**config.mk**
```make
export PLATFORM = sky130hd
export DESIGN_NAME = ssdisp_scan
export DESIGN_NICKNAME = d
export VERILOG_FILES = /design/src/rtl/ssdisp_scan.sv
export SDC_FILE = /design/constraint.sdc
export NUM_CORES = 1
export LEC_CHECK = 0
export BUFFER_PORTS_ARGS = -buffer_cell sky130_fd_sc_hd__buf_2
export CORE_UTILIZATION = 35
export CTS_CLUSTER_DIAMETER = 150
export DETAILED_ROUTE_END_ITERATION = 12
export REMOVE_ABC_BUFFERS = 1
export SYNTH_ARGS = -nofsm -noshare
export SYNTH_HDL_FRONTEND = slang
export SYNTH_SLANG_ARGS = --single-unit
```
**constraint.sdc**
```tcl
create_clock -name clk -period 4.5 [get_ports clk]
set_clock_uncertainty 0.05 [all_clocks]
set_input_delay 0 -clock clk [delete_from_list [all_inputs] [get_ports clk]]
set_output_delay 0 -clock clk [all_outputs]
set_load 0.1 [all_outputs]
```
**src/rtl/ssdisp_scan.sv**
```systemverilog
// ssdisp_scan: time-multiplexed scanner for NDIG seven-segment digits.
// Each digit is shown for DIV cycles, followed by a 2-cycle blanking gap
// so that the outgoing digit's segments are dark before the next common
// is selected. Outputs are decoded purely from registered state.
// Optional feature: define SSDISP_SCAN_BLINK_EN to add a blink_mask input
// and a 5-bit frame counter; masked digits go dark for 16 of every 32 frames.
module ssdisp_scan #(
   parameter int NDIG = 8,
   parameter int DIV  = 1000
) (
   input  logic            clk,
   input  logic            n_rst,
   input  logic            wr_en,
   input  logic [2:0]      wr_addr,
   input  logic [4:0]      wr_data,
   input  logic            clr,
`ifdef SSDISP_SCAN_BLINK_EN
   input  logic [NDIG-1:0] blink_mask,
`endif
   output logic [3:0]      ss_nib,
   output logic            ss_en,
   output logic [NDIG-1:0] dig_sel,
   output logic            frame_tick
);

   typedef enum logic {
      SHOW  = 1'b0,
      BLANK = 1'b1
   } state_t;

   localparam logic [15:0] PC_LAST   = 16'(DIV - 1);
   localparam logic [15:0] BLANK_END = 16'd1;
   localparam logic [2:0]  IDX_LAST  = 3'(NDIG - 1);

   state_t                state_q, state_d;
   logic [2:0]            idx_q, idx_d;
   logic [15:0]           pc_q, pc_d;
   logic [NDIG-1:0]       en_q, en_d;
   logic [NDIG-1:0][3:0]  val_q, val_d;
   logic                  blink_phase;

`ifdef SSDISP_SCAN_BLINK_EN
   logic [4:0]            frame_cnt_q, frame_cnt_d;

   // Frame counter advances once per completed scan; its MSB is the blink phase.
   always_comb begin
      frame_cnt_d = frame_cnt_q;
      if (frame_tick) begin
         frame_cnt_d = frame_cnt_q + 5'd1;
      end
   end

   // Frame counter register, cleared only by reset.
   always_ff @(posedge clk or negedge n_rst) begin
      if (!n_rst) begin
         frame_cnt_q <= 5'd0;
      end else begin
         frame_cnt_q <= frame_cnt_d;
      end
   end

   assign blink_phase = frame_cnt_q[4];
`else
   assign blink_phase = 1'b0;
`endif

   // Scan sequencer: SHOW for DIV cycles, BLANK for 2, then step to the next digit.
   always_comb begin
      state_d = state_q;
      idx_d   = idx_q;
      pc_d    = pc_q + 16'd1;
      case (state_q)
         SHOW: begin
            if (pc_q == PC_LAST) begin
               state_d = BLANK;
               pc_d    = 16'd0;
            end
         end
         BLANK: begin
            if (pc_q == BLANK_END) begin
               state_d = SHOW;
               pc_d    = 16'd0;
               idx_d   = (idx_q == IDX_LAST) ? 3'd0 : idx_q + 3'd1;
            end
         end
         default: begin
            state_d = SHOW;
            pc_d    = 16'd0;
            idx_d   = 3'd0;
         end
      endcase
   end

   // Digit register update: clear beats a same-cycle write; out-of-range addresses match no digit.
   always_comb begin
      en_d  = en_q;
      val_d = val_q;
      if (clr) begin
         en_d  = '0;
         val_d = '0;
      end else if (wr_en) begin
         for (int i = 0; i < NDIG; i++) begin
            if (wr_addr == 3'(i)) begin
               en_d[i]  = wr_data[4];
               val_d[i] = wr_data[3:0];
            end
         end
      end
   end

   // All state registers share the asynchronous active-low reset.
   always_ff @(posedge clk or negedge n_rst) begin
      if (!n_rst) begin
         state_q <= SHOW;
         idx_q   <= 3'd0;
         pc_q    <= 16'd0;
         en_q    <= '0;
         val_q   <= '0;
      end else begin
         state_q <= state_d;
         idx_q   <= idx_d;
         pc_q    <= pc_d;
         en_q    <= en_d;
         val_q   <= val_d;
      end
   end

   // Output decode from registered state only, so nothing glitches on input changes.
   always_comb begin
      ss_nib     = 4'd0;
      ss_en      = 1'b0;
      dig_sel    = '0;
      frame_tick = (state_q == BLANK) && (pc_q == BLANK_END) && (idx_q == IDX_LAST);
      if (state_q == SHOW) begin
         for (int i = 0; i < NDIG; i++) begin
            if (idx_q == 3'(i)) begin
               ss_nib = val_q[i];
`ifdef SSDISP_SCAN_BLINK_EN
               if (!(blink_phase && blink_mask[i])) begin
                  ss_en      = en_q[i];
                  dig_sel[i] = 1'b1;
               end
`else
               ss_en      = en_q[i] & ~blink_phase;
               dig_sel[i] = 1'b1;
`endif
            end
         end
      end
   end

endmodule

```
==> impl_metrics.json <==
{
  "layout_commonest_cell": "nor2_1",
  "grt-ovfl-total": 0,
  "synthMuxAreaShare_pct": 12.1,
  "io_pins": 26,
  "grt_pass1_wl_um": 12500,
  "chipHeight_um": 99.1,
  "cts.path.max_buffers": 2,
  "first_pass_iters": 4,
  "synth_xor_area_share_pct": 3.72,
  "post_drt_wl_per_cell_um": 16.1,
  "layout.nets": 368,
  "yosys.area_share.simple_pct": 20.2,
  "wirelength_um": 7480,
  "cts_tree": "built",
  "nFillCells": 906,
  "cts-buffers-inserted": 9,
  "maxSlewViolCount": 0,
  "p_leak_nw": 1.68,
  "layout.cells.non_filler": 464,
  "path_clk_slew_ns": 0.07,
  "drc_errors": 0,
  "crit_path_start_kind": "register",
  "criticalPathCategory": "reg -> out",
  "drt_iter0_drc": 146,
  "synth_top_cell_area_share_pct": 45.5,
  "rsz0062_at_grt": "false",
  "cts_setup_buffers": 0,
  "cts_root_buffer": "clkbuf_8",
  "cp.depth": 6,
  "synth_area_per_cell_sq_um": 10.0,
  "r2r_cells": 4,
  "synthAdderAreaFrac_pct": 3.03,
  "fmaxAchievable_mhz": 320,
  "cp.arrival_ns": 3.08,
  "holdCritPathClass": "in -> reg",
  "crit_buf_inv": 1,
  "dp.cells": 444,
  "cts_max_level": 3,
  "synth_cell_types": 37,
  "hold_viol": 0,
  "tightest_slew_ns": 0.838,
  "core_sq_um": 9200,
  "grt_pass1_vias": 2427,
  "place_congestion": 0.805,
  "clock_latency_ns": 0.34,
  "max_slew_margin_pct": 44.2,
  "ys_ff_latch": 60,
  "ys_seq_area_share_pct": 45.5,
  "vdd_drop_max_mv": 0.126,
  "p_per_area_nw_per_um2": 285,
  "path_cells": "ha_1 -> nor2b_1 -> a221o_1 -> a31oi_1 -> a221oi_1 -> buf_2",
  "clock-sinks": 60,
  "track_usage_pct": 16.7,
  "timing.critical_path.slowest_cell_delay_ns": 0.66,
  "crit_family": "compound AO/OA/AOI/OAI gates",
  "via_per_inst": 5.23,
  "drtAntennaViolNets": 0,
  "cpMaxStageDelayCell": "nor2b_1",
  "die_area_sq_um": 9820,
  "status": "completed",
  "vias": 2428,
  "netlist_instances": 329,
  "hold_depth": 3,
  "synth_top_family_by_area": "simple AND/OR/NAND/NOR gates",
  "synth_area_sq_um": 3300,
  "final_cell_mix": "nor2_1, dfrtp_1, mux2i_1",
  "diodes": 0,
  "setup_viol": 0,
  "ys_top_cells_by_area": "dfrtp_1, mux2i_1, nor2_1, xnor2_1, a221o_1",
  "dp_hpwl_um": 5100,
  "drive_gt1_share_pct": 14.2,
  "critPathCaptureType": "output pin",
  "synth.yosys.warnings": 0,
  "antenna_found_initial": 0,
  "start_util_pct": 35.9,
  "drv_cap": 0,
  "cp_data_required_time_ns": 4.45,
  "fp.dieW_um": 99.1,
  "cp_max_fo": 18,
  "synth_compound_area_share_pct": 10.1,
  "period_needed_ns": 3.13,
  "grt_max_degree": 61,
  "areaGrowthSynthToFinish_pct": 11.6,
  "yosysTopAreaCell": "dfrtp_1",
  "fp-row-count": 35,
  "tns_ns": 0,
  "post-route-period-util_pct": 69.5,
  "portBuffers": 25,
  "total_power_mw": 1.05
}
## Yosys cell counts
cell type  instances
buf_2              6
nand4b_1           3
nand2b_1           6
or2_1              1
nand2_1            9
o21ai_2            1
nor2_1            64
nand4_1            3
nand2b_4           1
and4_1             1
and3_1             5
o221ai_1           5
dfrtp_1           60
a221o_1           10
inv_1             22
a31oi_1            5
clkbuf_1          16
nor4b_2            1
nor2b_1            2
o21ai_1            5
and4b_1            1
xor2_1             2
nand3_1            8
nor4_4             2
nor3_4             1
nor3_2             1
nand4_2            1
mux2i_1           40
o31ai_2            1
ha_1               8
a21oi_1            5
nor3b_4            2
nor3_1             4
a221oi_1          10
xnor2_1           12
or2_4              1
and2_1             4
## worst reg2reg max path: stages (launching register included)
cell and delay [ns]:
dfrtp_1 0.68, ha_1 0.58, inv_1 0.16, nand2_1 0.10, o21ai_1 0.06
## where the power goes
part / total [mW] / switching, mW / internal [mW]
logic: 0.0718 / 0.0490 / 0.0228
clock network: 0.425 / 0.210 / 0.214
registers: 0.552 / 0.00491 / 0.547
total: 1.05 / 0.264 / 0.784
## registers in the layout, summed over array words and instances, names as in the netlist
name	count
idx_q	3
state_q	1
en_q	8
val_q	32
pc_q	16
## path summary, 6_finish.rpt
check | startpoint | to | slack, ns
worst max register to register | idx_q[2]$_DFFE_PN0P_ | idx_q[1]$_DFFE_PN0P_ | 2.76
min in group asynchronous | n_rst | idx_q[2]$_DFFE_PN0P_ | 0.29
worst min register to register | en_q[1]$_DFFE_PN0P_ | en_q[1]$_DFFE_PN0P_ | 0.48
worst max-delay path | idx_q[0]$_DFFE_PN0P_ | ss_nib[3] | 1.37
worst min-delay path | wr_data[2] | val_q[14]$_DFFE_PN0P_ | 0.01
max in group asynchronous | n_rst | val_q[20]$_DFFE_PN0P_ | 3.59
## what timing repair did
action                                  in CTS  in global routing
endpoints found under the setup margin       0                  0
gates resized for setup                      0                  0
hold buffers                                 4                  0
endpoints found under the hold margin       72                  0
## cells by family after synthesis
logic type               Yosys count
adder cells (fa/ha/maj)            8
buffers and inverters             44
AO/OA/AOI/OAI                     42
multiplexers                      40
AND/OR/NAND/NOR                  121
XOR/XNOR                          14
flip-flops                        60
## per-stage QoR
step	worst slack [ns]	util (%)	hold WS (ns)	cell area, sq um
6_report	1.37	40.0	0.0130	3680
5_1_grt	1.17	40.0	0.0126	3680
4_1_cts	1.35	40.0	0.00395	3680
3_5_place_dp	1.73	37.8	0.170	3480
3_3_place_gp	1.76	37.8	0.160	3480
2_1_floorplan	0.586	-	-0.346	3210
## metal layers
metal	track usage (%)	part of all wire [%]	vias to the layer above
li1	-	-	1188
met1	22.9	49	1176
met2	25.7	46	49
met3	2.20	2.9	15
met4	9.28	2.4	0
met5	0	0	-
## area by class of cell
cell class                      count  area, sq um  share of cell area [%]
Tap cell                          111          139                    3.77
Multi-Input combinational cell    225         1620                    44.1
Sequential cell                    60         1500                    40.8
Inverter                           22         82.6                    2.24
Timing Repair Buffer               30          173                    4.69
Clock buffer                       14          153                    4.15
Clock inverter                      2         10.0                   0.272
Note: power is estimated with default switching activity, not from simulation.
